--- src/rtl/pc_seq_pkg.sv ---
// Shared definitions for the program-counter sequencer: next-PC operation codes
// and the return-address-stack count width.
package pc_seq_pkg;

   localparam logic [2:0] OP_SEQ    = 3'd0;
   localparam logic [2:0] OP_BRANCH = 3'd1;
   localparam logic [2:0] OP_JUMP   = 3'd2;
   localparam logic [2:0] OP_CALL   = 3'd3;
   localparam logic [2:0] OP_RET    = 3'd4;

   // ras_count must hold 0..DEPTH inclusive, hence one bit above the pointer width.
   function automatic int unsigned ras_cnt_w(input int unsigned depth);
      return $clog2(depth) + 1;
   endfunction

endpackage

--- src/rtl/pc_adder.sv ---
// Combinational a + b + cin modulo 2^ADDR_W; the carry-out is intentionally dropped.
module pc_adder #(
   parameter int unsigned ADDR_W = 12
) (
   input  logic [ADDR_W-1:0] a,
   input  logic [ADDR_W-1:0] b,
   input  logic              cin,
   output logic [ADDR_W-1:0] sum
);

   assign sum = a + b + {{(ADDR_W-1){1'b0}}, cin};

endmodule

--- src/rtl/pc_sequencer.sv ---
// Fetch-stage program counter with sequential/branch/jump/call/return selection
// and a circular return-address stack.
module pc_sequencer
   import pc_seq_pkg::*;
#(
   parameter int unsigned        ADDR_W   = 12,
   parameter int unsigned        DEPTH    = 4,
   parameter logic [ADDR_W-1:0]  RESET_PC = '0
) (
   input  logic                          clock,
   input  logic                          reset,
   input  logic                          stall,
   input  logic [2:0]                    op,
   input  logic [ADDR_W-1:0]             offset,
   input  logic [ADDR_W-1:0]             target,
   output logic [ADDR_W-1:0]             pc,
   output logic [ADDR_W-1:0]             pc_plus1,
   output logic [ras_cnt_w(DEPTH)-1:0]   ras_count,
   output logic                          ras_empty,
   output logic                          ras_full,
   output logic                          ras_ovf,
   output logic                          ras_unf
);

   localparam int unsigned CNT_W = ras_cnt_w(DEPTH);
   localparam int unsigned PTR_W = $clog2(DEPTH);

   logic [ADDR_W-1:0] branch_pc;
   logic [ADDR_W-1:0] pc_next;
   logic [ADDR_W-1:0] ras_mem [DEPTH];
   logic [PTR_W-1:0]  ras_ptr;
   logic [PTR_W-1:0]  ras_ptr_inc;
   logic              push;
   logic              pop;
   logic              ovf_next;
   logic              unf_next;

   pc_adder #(.ADDR_W(ADDR_W)) u_inc (
      .a   (pc),
      .b   ({ADDR_W{1'b0}}),
      .cin (1'b1),
      .sum (pc_plus1)
   );

   pc_adder #(.ADDR_W(ADDR_W)) u_branch (
      .a   (pc),
      .b   (offset),
      .cin (1'b1),
      .sum (branch_pc)
   );

   assign ras_empty   = (ras_count == '0);
   assign ras_full    = (ras_count == CNT_W'(DEPTH));
   assign ras_ptr_inc = ras_ptr + PTR_W'(1);

   always_comb begin
      pc_next  = pc;
      push     = 1'b0;
      pop      = 1'b0;
      ovf_next = 1'b0;
      unf_next = 1'b0;
      if (!stall) begin
         case (op)
            OP_BRANCH: pc_next = branch_pc;
            OP_JUMP:   pc_next = target;
            OP_CALL: begin
               pc_next  = target;
               push     = 1'b1;
               ovf_next = ras_full;
            end
            OP_RET: begin
               if (ras_empty) begin
                  pc_next  = pc_plus1;
                  unf_next = 1'b1;
               end else begin
                  pc_next = ras_mem[ras_ptr];
                  pop     = 1'b1;
               end
            end
            default:   pc_next = pc_plus1;
         endcase
      end
   end

   always_ff @(posedge clock) begin
      if (reset) begin
         pc        <= RESET_PC;
         ras_count <= '0;
         ras_ptr   <= '0;
         ras_ovf   <= 1'b0;
         ras_unf   <= 1'b0;
      end else begin
         pc      <= pc_next;
         ras_ovf <= ovf_next;
         ras_unf <= unf_next;
         if (push) begin
            ras_ptr <= ras_ptr_inc;
            if (!ras_full) ras_count <= ras_count + CNT_W'(1);
         end else if (pop) begin
            ras_ptr   <= ras_ptr - PTR_W'(1);
            ras_count <= ras_count - CNT_W'(1);
         end
      end
   end

   // When full, ptr+1 is the oldest slot, so the push overwrites it in place.
   always_ff @(posedge clock) begin
      if (!reset && push) ras_mem[ras_ptr_inc] <= pc_plus1;
   end

endmodule

--- config.mk ---
export PLATFORM = sky130hd
export DESIGN_NAME = pc_sequencer
export DESIGN_NICKNAME = d
export VERILOG_FILES = /design/src/rtl/pc_seq_pkg.sv /design/src/rtl/pc_adder.sv /design/src/rtl/pc_sequencer.sv
export SDC_FILE = /design/constraint.sdc
export NUM_CORES = 1
export LEC_CHECK = 0
export ABC_CLOCK_PERIOD_IN_PS = 3300
export BUFFER_PORTS_ARGS = -buffer_cell sky130_fd_sc_hd__buf_2
export CAP_MARGIN = 20
export CORE_MARGIN = 2
export CORE_UTILIZATION = 56
export CTS_CLUSTER_SIZE = 14
export DETAILED_ROUTE_END_ITERATION = 8
export PLACE_DENSITY = 0.78
export REMOVE_ABC_BUFFERS = 1
export SYNTH_ARGS = -nofsm -noshare
export SYNTH_HDL_FRONTEND = slang
export SYNTH_SLANG_ARGS = --single-unit
--- constraint.sdc ---
create_clock -name clock -period 3.3 [get_ports clock]
set_input_delay 0.66 -clock clock [delete_from_list [all_inputs] [get_ports clock]]
set_output_delay 0.66 -clock clock [all_outputs]
set_load 0.01 [all_outputs]
==> impl_results.md, run 1 <==
- GRT Util Overall: 0.2509
- Clock latency reported for the late side of the worst-skew pair: 0.35 ns
- Warning count from the yosys run: 0
- Final Instance Count excl. Fillers: 452
- Final HPWL DP: 5995 µm
- Drt pass-1 iters: 5
- Share of the synthesized area in the top cell type: 0.3922
- Final setup violation count: 0
- Path type of the worst min-delay path: register to register
- Post-Route Hold Slack: 0.5495 ns
- Post-synth cell types: 49
- Number of flops mapped to enable cells by yosys: 48
- Sequential-to-total area share from yosys stat: 0.5066
- Count of H-tree levels built during CTS: 3
- Final number of max-transition violations: 0
- Largest driver fanout on the critical path: 8
- Hold Buf Count CTS: 0
- Cells after Synth: 310
- Pin count of the biggest net entering global routing: 23
- Number of buffers created by CTS: 9
- Initial antenna violation count: 0
- Number of cells on the worst reg-to-reg path: 10
- Arrival time of data at the critical path endpoint: 2.20 ns
- Initial core utilization: 0.5787
- Min Tclk post-route: 2.857 ns
- Synthesis-stage register bit count: 69
- Ranking of synthesized cells by area: sky130_fd_sc_hd__edfxtp_1 (39%), sky130_fd_sc_hd__dfxtp_1 (11%), sky130_fd_sc_hd__mux4_2 (7.4%)
- Slew at the pin closest to its max-slew limit: 0.6752 ns
- Buffers inserted during post-CTS setup optimization: 0
- Number of placement rows: 29
- Share of layout cells above drive strength 1: 0.2667
- Worst slew margin: 0.5499
- Commonest cells after routing, fill and taps aside: sky130_fd_sc_hd__buf_2 (60), sky130_fd_sc_hd__edfxtp_1 (48), sky130_fd_sc_hd__dfxtp_1 (21)
- Max Freq: 350.0 MHz
- Nets: 418
- Cell area after placement: 4031 µm²
- RSZ-0062 raised after global routing: no
- Static leakage: 1.652 nW
- Antenna diode count: 0
- Category of the worst setup path capture point: output pin
- Die area: 7226 µm²
- Async S/R FF share, synth: 0
- Run status: complete, no violations
- Overall via count from detail_route: 2833
- Core area: 6350 µm²
- Req. time, crit path: 2.64 ns
- PostCTS Resize Cnt: 0
- Register-to-register setup slack: 0.69 ns
- Cell type with the highest aggregate area in the netlist: sky130_fd_sc_hd__edfxtp_1
- Count of routing violations after the opening detailed-route iteration: 188
- IO Port Bufs: 60
- Root Buffer Master: sky130_fd_sc_hd__clkbuf_8
- Post-synthesis to final-layout area growth: 15.08%
- PnR Total Power: 1.984 mW
- TritonCTS clock tree: built
- Cell depth of the worst hold path: 2
- Final std cell area, no fill: 4229 µm²
- Crit Path Class: register to output pin
- Synthesized cell area: 3675 µm²
- Number of vias per cell after detailed routing: 6.268
- Average instance area after synthesis: 11.85 µm²
- Die height: 85.01 µm
- Post-route DRC: 0
- Floorplan die width: 85.01 µm
- Gp weighted congestion: 0.8372
- Aggregate negative setup slack: 0 ns
- IR drop worst, VDD: 0.3515 mV
- Vias in the first global route: 2815
- Final worst path period share: 0.8658
- Count of maximum capacitance violations: 0
- Hold violation count in the final report: 0
- Power density normalized to cell area: 469.2 nW/µm²
- Most frequent standard cell in the layout excluding fill and tap cells: sky130_fd_sc_hd__buf_2
- Clk_skew: 0.01058 ns
- Global route total overflow: 0
- Routed Antenna Nets: 0
- Placed Instances: 436
- Maximum buffer depth of the clock tree: 2
- Startpoint class of the critical path: register
- Clock edge transition at the registers on the reported setup and hold paths: 0.08 ns
- CTS sink cnt: 69
- Top flip-flop cell by instance count after synthesis: sky130_fd_sc_hd__edfxtp_1
- Post-detailed-route wirelength per cell: 18.92 µm
- Wire length of the first global-routing pass: 13880 µm
- Fill cell instance count of the final layout: 501
- WL final: 8551 µm
- I/O Pins: 61
-- metrics by stage --
step	setup WS [ns]	utilization
floorplan	0.8341	-
global placement	0.5770	0.6349
detailed placement	0.5233	0.6349
CTS	0.4552	0.6660
global route	0.3214	0.6660
finish	0.4427	0.6660
-- critical path, stage by stage (launching register included) --
cell and delay, ns:
sky130_fd_sc_hd__dfxtp_1 0.52, sky130_fd_sc_hd__ha_1 0.28, sky130_fd_sc_hd__and3_1 0.25, sky130_fd_sc_hd__nand3_1 0.11, sky130_fd_sc_hd__xnor2_1 0.45, sky130_fd_sc_hd__buf_2 0.23
-- layer usage --
metal / track usage / vias to the layer above / wire length, µm
met2: 0.4048 / 136 / 4115
met4: 0.07359 / 0 / 136
li1: - / 1314 / -
met3: 0.07101 / 15 / 662
met1: 0.3338 / 1368 / 3636
met5: 0 / - / 0
-- cell usage after synthesis (2+ instances only) --
cell / count
sky130_fd_sc_hd__a21o_1: 5
sky130_fd_sc_hd__a21oi_1: 16
sky130_fd_sc_hd__a221o_1: 8
sky130_fd_sc_hd__a221oi_1: 13
sky130_fd_sc_hd__a22oi_1: 2
sky130_fd_sc_hd__a31oi_1: 3
sky130_fd_sc_hd__and2_1: 5
sky130_fd_sc_hd__and3_1: 4
sky130_fd_sc_hd__and4_1: 2
sky130_fd_sc_hd__buf_2: 2
sky130_fd_sc_hd__clkbuf_1: 11
sky130_fd_sc_hd__dfxtp_1: 21
sky130_fd_sc_hd__edfxtp_1: 48
sky130_fd_sc_hd__fa_1: 2
sky130_fd_sc_hd__ha_1: 16
sky130_fd_sc_hd__inv_1: 18
sky130_fd_sc_hd__mux2i_1: 4
sky130_fd_sc_hd__mux4_2: 12
sky130_fd_sc_hd__nand2_1: 12
sky130_fd_sc_hd__nand2b_1: 3
sky130_fd_sc_hd__nand3_1: 13
sky130_fd_sc_hd__nand4_1: 3
sky130_fd_sc_hd__nor2_1: 20
sky130_fd_sc_hd__nor2b_1: 4
sky130_fd_sc_hd__nor3_1: 6
sky130_fd_sc_hd__nor3b_1: 2
sky130_fd_sc_hd__nor4_1: 3
sky130_fd_sc_hd__o211ai_1: 2
sky130_fd_sc_hd__o21ai_0: 11
sky130_fd_sc_hd__o22ai_1: 2
sky130_fd_sc_hd__or2_2: 2
sky130_fd_sc_hd__xnor2_1: 14
sky130_fd_sc_hd__xor2_1: 5
-- final cells by class --
type                            instances  area [µm²]  share of cell area
Clock inverter                          7       73.82             0.01746
Sequential cell                        69        1862              0.4402
Timing Repair Buffer                   64       330.3             0.07811
Clock buffer                            9       123.9             0.02929
Multi-Input combinational cell        208        1675              0.3962
Inverter                               18       67.56             0.01598
Tap cell                               77       96.34             0.02278
-- power by group --
group          switching, mW  internal (mW)
registers             0.0311          0.950
logic                  0.179          0.133
clock network          0.339          0.352
total                  0.549           1.43
-- sequential cells by signal, summed over array words and instances, names as in the netlist, named ones only --
name,cells
ras_ptr,2
ras_ovf,1
pc,12
ras_mem,48
ras_count,3
ras_unf,1
-- worst paths after layout --
path         startpoint           to
max               pc[1]  pc_plus1[8]
min               pc[4]        pc[4]
max reg2reg       pc[0]       pc[10]
min reg2reg       pc[4]        pc[4]
-- cells by family after synthesis --
kind of cell             share of synthesized area
buffers and inverters                      0.03745
multiplexers                               0.08444
flip-flops                                  0.5066
XOR/XNOR                                   0.04528
AND/OR/NAND/NOR                             0.1256
AO/OA/AOI/OAI                               0.1352
adder cells (fa/ha/maj)                    0.06537
No activity file was read; power rests on OpenSTA's default activity.
==> run 2: changes to the inputs <==
--- a/config.mk
+++ b/config.mk
@@ -5,7 +5,7 @@
 export SDC_FILE = /design/constraint.sdc
 export NUM_CORES = 1
 export LEC_CHECK = 0
-export ABC_CLOCK_PERIOD_IN_PS = 3300
+export ABC_CLOCK_PERIOD_IN_PS = 3150
 export BUFFER_PORTS_ARGS = -buffer_cell sky130_fd_sc_hd__buf_2
 export CAP_MARGIN = 20
 export CORE_MARGIN = 2
==> constraint.sdc (replaced) <==
create_clock -name clock -period 3.15 [get_ports clock]
set_input_delay 0.63 -clock clock [delete_from_list [all_inputs] [get_ports clock]]
set_output_delay 0.63 -clock clock [all_outputs]
set_load 0.01 [all_outputs]
==> run 2 against run 1 <==
Compared with the run above:
- die area did not move
- final cell count rose by 0.66%
- hold slack got worse by 0.0037 ns
- first-iteration DRC count fell by 1.6%
- routed wire length fell by 2.1%
- combinational power rose by 6%
- largest cell class unchanged
- sequential power rose by 5%
- critical path depth did not move
- clock power rose by 16%
- clock skew barely moved
- utilization rose by 0.71 points
==> impl_results.md, run 2 (same netlist as run 1, synthesis figures left out) <==
- Max Freq: 356.6 MHz
- Net Sw Frac: 0.2647 (-0.01209)
- Aggregate negative setup slack: 0 ns (unchanged)
- Post-detailed-route wirelength per cell: 18.40 µm (-2.7%)
- Path type of the worst min-delay path: register to register
- Number of vias per cell after detailed routing: 6.033 (-3.7%)
- Commonest cells after routing, fill and taps aside: sky130_fd_sc_hd__buf_2 (60), sky130_fd_sc_hd__edfxtp_1 (48), sky130_fd_sc_hd__dfxtp_1 (21)
- Startpoint class of the critical path: register
- Combinational power share: 0.153 (-0.004)
- Root Buffer Master: sky130_fd_sc_hd__clkbuf_8
- Count of routing violations after the opening detailed-route iteration: 185 (-1.6%)
- Setup WS post-layout: 0.3455 ns (-0.09729 ns)
- Core area: 6350 µm² (unchanged)
- Gp weighted congestion: 0.8443 (+0.85%)
- Initial core utilization: 0.5787 (unchanged)
- PostCTS Resize Cnt: 0 (unchanged)
- Post-route DRC: 0 (unchanged)
- R2R Path Start: pc[0]
- IO Port Bufs: 60 (unchanged)
- Share of layout cells above drive strength 1: 0.2725 (+0.005820)
- Maximum buffer depth of the clock tree: 2 (unchanged)
- Worst slew margin: 0.5496 (about the same)
- Multi-input combinational cell area: 1675 µm² (unchanged)
- Final number of max-transition violations: 0 (unchanged)
- Floorplan die width: 85.01 µm (unchanged)
- WL final: 8372 µm (-2.1%)
- Die height: 85.01 µm (unchanged)
- Overall via count from detail_route: 2745 (-3.1%)
- Global route total overflow: 0 (unchanged)
- Final HPWL DP: 5998 µm (about the same)
- Hold violation count in the final report: 0 (unchanged)
- Max stage delay on crit path: 0.51 ns (about the same)
- Nets: 421 (+0.72%)
- Number of buffers created by CTS: 9 (unchanged)
- IR drop worst, VDD: 0.4320 mV (+23%)
- Slew at the pin closest to its max-slew limit: 0.6756 ns (+0.0004250 ns)
- RSZ-0062 raised after global routing: no
- Arrival time of data at the critical path endpoint: 2.17 ns (-0.03 ns)
- Most frequent standard cell in the layout excluding fill and tap cells: sky130_fd_sc_hd__buf_2
- GRT Util Overall: 0.2492 (-0.001717)
- End-of-flow core utilization: 0.6731 (+0.007093)
- Pin count of the biggest net entering global routing: 21 (-8.7%)
- Hold Buf Count CTS: 0 (unchanged)
- Critical path launch point: pc[1]
- Req. time, crit path: 2.52 ns (-0.12 ns)
- Vias in the first global route: 2741 (-2.6%)
- Final worst path period share: 0.8903
- Share of power burned in registers: 0.475 (-0.019)
- Largest driver fanout on the critical path: 8 (unchanged)
- Wire length of the first global-routing pass: 13820 µm (-0.40%)
- Antenna diode count: 0 (unchanged)
- Clock edge transition at the registers on the reported setup and hold paths: 0.08 ns (about the same)
- Reg with most FFs: ras_mem
- Initial antenna violation count: 0 (unchanged)
- Die area: 7226 µm² (unchanged)
- Final setup violation count: 0 (unchanged)
- CTS sink cnt: 69 (unchanged)
- Fraction of power consumed by the clock network: 0.373 (+0.024)
- Category of the worst setup path capture point: output pin
- Min Tclk post-route: 2.805 ns
- Clk_skew: 0.01088 ns (+0.0003063 ns)
- Buffers inserted during post-CTS setup optimization: 0 (unchanged)
- Register-to-register setup slack: 0.55 ns (-0.14 ns)
- Number of cells on the worst reg-to-reg path: 10 (unchanged)
- I/O Pins: 61 (unchanged)
- Count of maximum capacitance violations: 0 (unchanged)
- Routed Antenna Nets: 0 (unchanged)
- Drt pass-1 iters: 4 (-1)
- Power density normalized to cell area: 505.4 nW/µm² (+7.7%)
- Crit Path Class: register to output pin
- Run status: complete, no violations
- Clock latency reported for the late side of the worst-skew pair: 0.35 ns (about the same)
- Area taken by flip-flops and latches: 1862 µm² (unchanged)
- Worst slack at placement: 0.4223 ns (-0.1010 ns)
- Number of placement rows: 29 (unchanged)
- R2r endpoint: pc[10]
- Registers with the most flip-flops: ras_mem (48), pc (12), ras_count (3)
- Static leakage: 1.681 nW (+1.8%)
- Number of flip-flops under the largest register name: 48 (unchanged)
- Fill cell instance count of the final layout: 510 (+1.8%)
- CP Capture Point: pc_plus1[8]
- Net load switching power: 571.8 µW (+4.1%)
- Standard cell with the maximum stage delay on the critical path: sky130_fd_sc_hd__dfxtp_1
- Post-synthesis to final-layout area growth: 16.31%
- Cell breakdown of the critical path: ha_1 -> and3_1 -> nand3_1 -> xnor2_1 -> buf_2
- Cell internal pwr: 1.588 mW (+11%)
- Post-Route Hold Slack: 0.5458 ns (-0.003747 ns)
- TritonCTS clock tree: built
- Count of H-tree levels built during CTS: 3 (unchanged)
[run 2: cell count changes in the layout (fill, tap and decap cells not counted), sizes merged]
cell | previous run | this run
buf | 64 | 67
bufinv | 1 | 2
clkinv | 3 | 2
clkinvlp | 1 | 0
inv | 20 | 21
[run 2: worst min path at each step]
stage,from,to,slack [ns],cells after the start
floorplan,ras_ptr[1],register,0.49,2
global placement,ras_ptr[1],ras_ptr[1],0.53,2
detailed placement,pc[4],pc[4],0.54,2
CTS,pc[4],pc[4],0.55,2
global route,pc[4],pc[4],0.59,2
finish,pc[4],pc[4],0.55,2
[run 2: power groups by stage]
stage | sequential, mW | clock [mW] | combinational (mW)
2_1_floorplan | 1.05 | 0 | 0.201
3_3_place_gp | 1.04 | 0 | 0.320
3_5_place_dp | 1.05 | 0 | 0.327
4_1_cts | 1.03 | 0.813 | 0.329
5_1_grt | 1.03 | 0.862 | 0.366
6_report | 1.03 | 0.805 | 0.330
[run 2: stage by stage]
step	power (mW)	cell area [µm²]	cells
4_1_cts	2.167	4274	455
5_1_grt	2.257	4274	455
3_3_place_gp	1.365	4054	439
2_1_floorplan	1.248	3605	295
6_report	2.160	4274	455
3_5_place_dp	1.373	4054	439
[run 2: metal layers]
| metal | vias to the layer above | global-route usage | part of all wire |
|---|---|---|---|
| li1 | 1316 | - | - |
| met1 | 1297 | 0.3390 | 0.44 |
| met5 | - | 0 | 0 |
| met4 | 0 | 0.09524 | 0.024 |
| met3 | 20 | 0.04475 | 0.066 |
| met2 | 112 | 0.4020 | 0.47 |
[run 2: critical path: cells and delay by family (launching register included)]
| kind | cells | cell delay [ns] |
|---|---|---|
| xor+xnor | 1 | 0.45 |
| fa+ha+maj | 1 | 0.28 |
| flops | 1 | 0.51 |
| buf+inv | 1 | 0.23 |
| simple gates | 2 | 0.36 |
[run 2: final cells by class]
type | instances | area share
flip-flops and latches | 69 | 0.4356
multi-input cells | 208 | 0.3920
repair buffers | 67 | 0.08255
clock buffers | 9 | 0.02898
clock inverters | 7 | 0.02254
well taps | 77 | 0.02254
inverters | 18 | 0.01581
==> run 3: changes to the inputs <==
--- a/config.mk
+++ b/config.mk
@@ -5,14 +5,15 @@
 export SDC_FILE = /design/constraint.sdc
 export NUM_CORES = 1
 export LEC_CHECK = 0
+export ABC_AREA = 1
 export ABC_CLOCK_PERIOD_IN_PS = 3150
 export BUFFER_PORTS_ARGS = -buffer_cell sky130_fd_sc_hd__buf_2
 export CAP_MARGIN = 20
 export CORE_MARGIN = 2
-export CORE_UTILIZATION = 56
+export CORE_UTILIZATION = 57
 export CTS_CLUSTER_SIZE = 14
 export DETAILED_ROUTE_END_ITERATION = 8
-export PLACE_DENSITY = 0.78
+export PLACE_DENSITY = 0.79
 export REMOVE_ABC_BUFFERS = 1
 export SYNTH_ARGS = -nofsm -noshare
 export SYNTH_HDL_FRONTEND = slang
==> run 3 against run 2 <==
Compared with the run above:
- flip-flop and latch count unchanged
- critical path depth increased by 2
- die area increased by 6.6%
- clock skew decreased by 0.0015 ns
- synthesized cell count increased by 58%
- combinational power increased by 11%
- highest routed layer unchanged
- critical path type unchanged
- final cell count increased by 44%
- design area increased by 6.9%
- sequential power about the same
- routed wire length increased by 16%
- critical endpoint is now pc_plus1[10]
==> impl_results.md, run 3 <==
- Req. time, crit path: 2.52 ns (about the same)
- Post-route DRC: 0 (unchanged)
- Final setup violation count: 0 (unchanged)
- Static leakage: 2.093 nW (+24%)
- Clk_skew: 0.009426 ns (-0.001457 ns)
- Pin count of the biggest net entering global routing: 26 (+24%)
- Reg with most FFs: ras_mem
- Async S/R FF share, synth: 0 (unchanged)
- Startpoint class of the critical path: register
- Gp weighted congestion: 0.8863 (+5.0%)
- Nets: 604 (+43%)
- Final std cell area, no fill: 4569 µm² (+6.9%)
- Cell area after placement: 4409 µm² (+8.8%)
- Category of the worst setup path capture point: output pin
- Floorplan die width: 87.76 µm (+3.2%)
- PostCTS Resize Cnt: 0 (unchanged)
- Slew at the pin closest to its max-slew limit: 0.5221 ns (-0.1536 ns)
- Count of routing violations after the opening detailed-route iteration: 256 (+38%)
- R2R Path Start: pc[0]
- Overall via count from detail_route: 3540 (+29%)
- Initial core utilization: 0.5886 (+0.009863)
- Synthesized cell area: 3999 µm² (+8.8%)
- Warning count from the yosys run: 0 (unchanged)
- Post-synthesis to final-layout area growth: 14.27%
- Routed Antenna Nets: 0 (unchanged)
- Antenna diode count: 0 (unchanged)
- Number of flops mapped to enable cells by yosys: 48 (unchanged)
- IR drop worst, VDD: 0.2173 mV (-50%)
- Clock edge transition at the registers on the reported setup and hold paths: 0.08 ns (about the same)
- Most common cell in the netlist: sky130_fd_sc_hd__nand2_1
- Count of maximum capacitance violations: 0 (unchanged)
- Number of cells on the worst reg-to-reg path: 12 (+2)
- I/O Pins: 61 (unchanged)
- Number of buffers created by CTS: 9 (unchanged)
- Initial antenna violation count: 0 (unchanged)
- Worst slack at placement: 0.6524 ns (+0.2301 ns)
- Wire length of the first global-routing pass: 15570 µm (+13%)
- WL final: 9694 µm (+16%)
- Die height: 87.76 µm (+3.2%)
- Largest driver fanout on the critical path: 7 (-1)
- Root Buffer Master: sky130_fd_sc_hd__clkbuf_8
- Share of the synthesized area in the top cell type: 0.3605 (-0.03179)
- Final HPWL DP: 7327 µm (+22%)
- Count of H-tree levels built during CTS: 3 (unchanged)
- Min Tclk post-route: 2.606 ns (-0.1989 ns)
- Number of flip-flops under the largest register name: 48 (unchanged)
- Post-synth top cells: sky130_fd_sc_hd__nand2_1 (129), sky130_fd_sc_hd__inv_1 (59), sky130_fd_sc_hd__edfxtp_1 (48)
- Run status: complete, no violations
- Vias in the first global route: 3298 (+20%)
- Cell type with the highest aggregate area in the netlist: sky130_fd_sc_hd__edfxtp_1
- Arrival time of data at the critical path endpoint: 1.98 ns (-0.19 ns)
- Sequential-to-total area share from yosys stat: 0.4656 (-0.04106)
- Crit Path Class: register to output pin
- Hold path startpoint: reset
- Synthesis-stage register bit count: 69 (unchanged)
- Number of placement rows: 30 (+3.4%)
- Cells after Synth: 490 (+58%)
- GRT Util Overall: 0.2678 (+0.01859)
- Drt pass-1 iters: 5 (+1)
- Average instance area after synthesis: 8.161 µm² (-31%)
- Setup WS post-layout: 0.5444 ns (+0.1989 ns)
- Most frequent standard cell in the layout excluding fill and tap cells: sky130_fd_sc_hd__nand2_1
- Clock latency reported for the late side of the worst-skew pair: 0.35 ns (about the same)
- Commonest cells after routing, fill and taps aside: sky130_fd_sc_hd__nand2_1 (129), sky130_fd_sc_hd__buf_2 (60), sky130_fd_sc_hd__inv_1 (59)
- Final worst path period share: 0.8272 (-0.06315)
- Share of layout cells above drive strength 1: 0.1925 (-0.07997)
- Core area: 6794 µm² (+7.0%)
- Post-detailed-route wirelength per cell: 14.75 µm (-20%)
- Hold Buf Count CTS: 0 (unchanged)
- IO Port Bufs: 60 (unchanged)
- Global route total overflow: 0 (unchanged)
- Worst slew margin: 0.6507 (+0.1011)
- Ranking of synthesized cells by area: sky130_fd_sc_hd__edfxtp_1 (36%), sky130_fd_sc_hd__nand2_1 (12%), sky130_fd_sc_hd__dfxtp_1 (11%)
- Post-synth cell types: 39 (-20%)
- Critical path launch point: pc[1]
- RSZ-0062 raised after global routing: no
- Maximum buffer depth of the clock tree: 2 (unchanged)
- Registers with the most flip-flops: ras_mem (48), pc (12), ras_count (3)
- TritonCTS clock tree: built
- End-of-flow core utilization: 0.6726 (about the same)
- Aggregate negative setup slack: 0 ns (unchanged)
- Hold violation count in the final report: 0 (unchanged)
- CTS sink cnt: 69 (unchanged)
- Power density normalized to cell area: 438.8 nW/µm² (-13%)
- Top flip-flop cell by instance count after synthesis: sky130_fd_sc_hd__edfxtp_1
- Die area: 7702 µm² (+6.6%)
- Max Freq: 383.8 MHz (+7.6%)
- Final number of max-transition violations: 0 (unchanged)
- Number of vias per cell after detailed routing: 5.388 (-11%)
- Cell depth of the worst hold path: 4 (+2)
- Buffers inserted during post-CTS setup optimization: 0 (unchanged)
- Path type of the worst min-delay path: input pin to register
[run 3: cell types whose count changed after synthesis, sizes merged, moves of 7 or more]
cell and change:
o21ai +16, inv +47, nor2 +32, a221o -8
a221oi -14, nand3 +26, nand2 +123, mux4 -12
xnor2 -8, clkbuf -7, a21oi +16
[run 3: stage by stage]
step           power [mW]  hold slack, ns  instances
2_1_floorplan       1.283          0.5043        478
3_3_place_gp        1.402          0.5459        641
3_5_place_dp        1.410          0.5517        641
4_1_cts             2.011          0.5324        657
5_1_grt             2.096          0.5556        657
6_report            2.005          0.5500        657
[run 3: worst paths after layout]
path | slack, ns | end
worst max-delay path | 0.54 | pc_plus1[10]
worst min register to register | 0.56 | ras_count[1]
worst max register to register | 1.04 | pc[6]
worst min-delay path | 0.55 | pc[8]
[run 3: critical path, cell delays in order, from the launching register on]
cell and delay [ns]:
sky130_fd_sc_hd__dfxtp_1 0.49, sky130_fd_sc_hd__ha_1 0.30, sky130_fd_sc_hd__nand2_2 0.10, sky130_fd_sc_hd__nor2_4 0.17
sky130_fd_sc_hd__nand3_1 0.10, sky130_fd_sc_hd__xor2_1 0.20, sky130_fd_sc_hd__inv_1 0.13, sky130_fd_sc_hd__buf_2 0.16
[run 3: cell families (layout without fill, tap and decap cells)]
logic type,count (synthesis),count (layout),synth area share
DFF,69,69,0.4656
and+or+nand+nor,245,245,0.2763
AOI/OAI and AO/OA,70,70,0.09637
buffers and inverters,78,149,0.07791
adders and majority gates,18,18,0.06007
xor gates and xnor gates,10,10,0.02378
[run 3: per-layer routing]
layer  part of all wire  GRT usage  up-vias
met5                  0          0        -
li1                   -          -     1744
met2               0.51     0.4545      106
met1               0.43     0.3394     1680
met4              0.012    0.08671        0
met3              0.055    0.06221       10
[run 3: where the power goes]
| group | switching, mW | internal, mW | leakage [nW] |
|---|---|---|---|
| registers | 0.0348 | 0.995 | 0.610 |
| logic | 0.231 | 0.134 | 1.41 |
| clock network | 0.326 | 0.284 | 0.0764 |
[run 3: layout make-up]
cell class / instances / area [µm²]
Clock buffer: 12 / 135.1
Fill cell: 562 / 2225
Tap cell: 96 / 120.1
Timing Repair Buffer: 67 / 352.8
Inverter: 66 / 249.0
Multi-Input combinational cell: 343 / 1826
Sequential cell: 69 / 1862
Clock inverter: 4 / 25.02
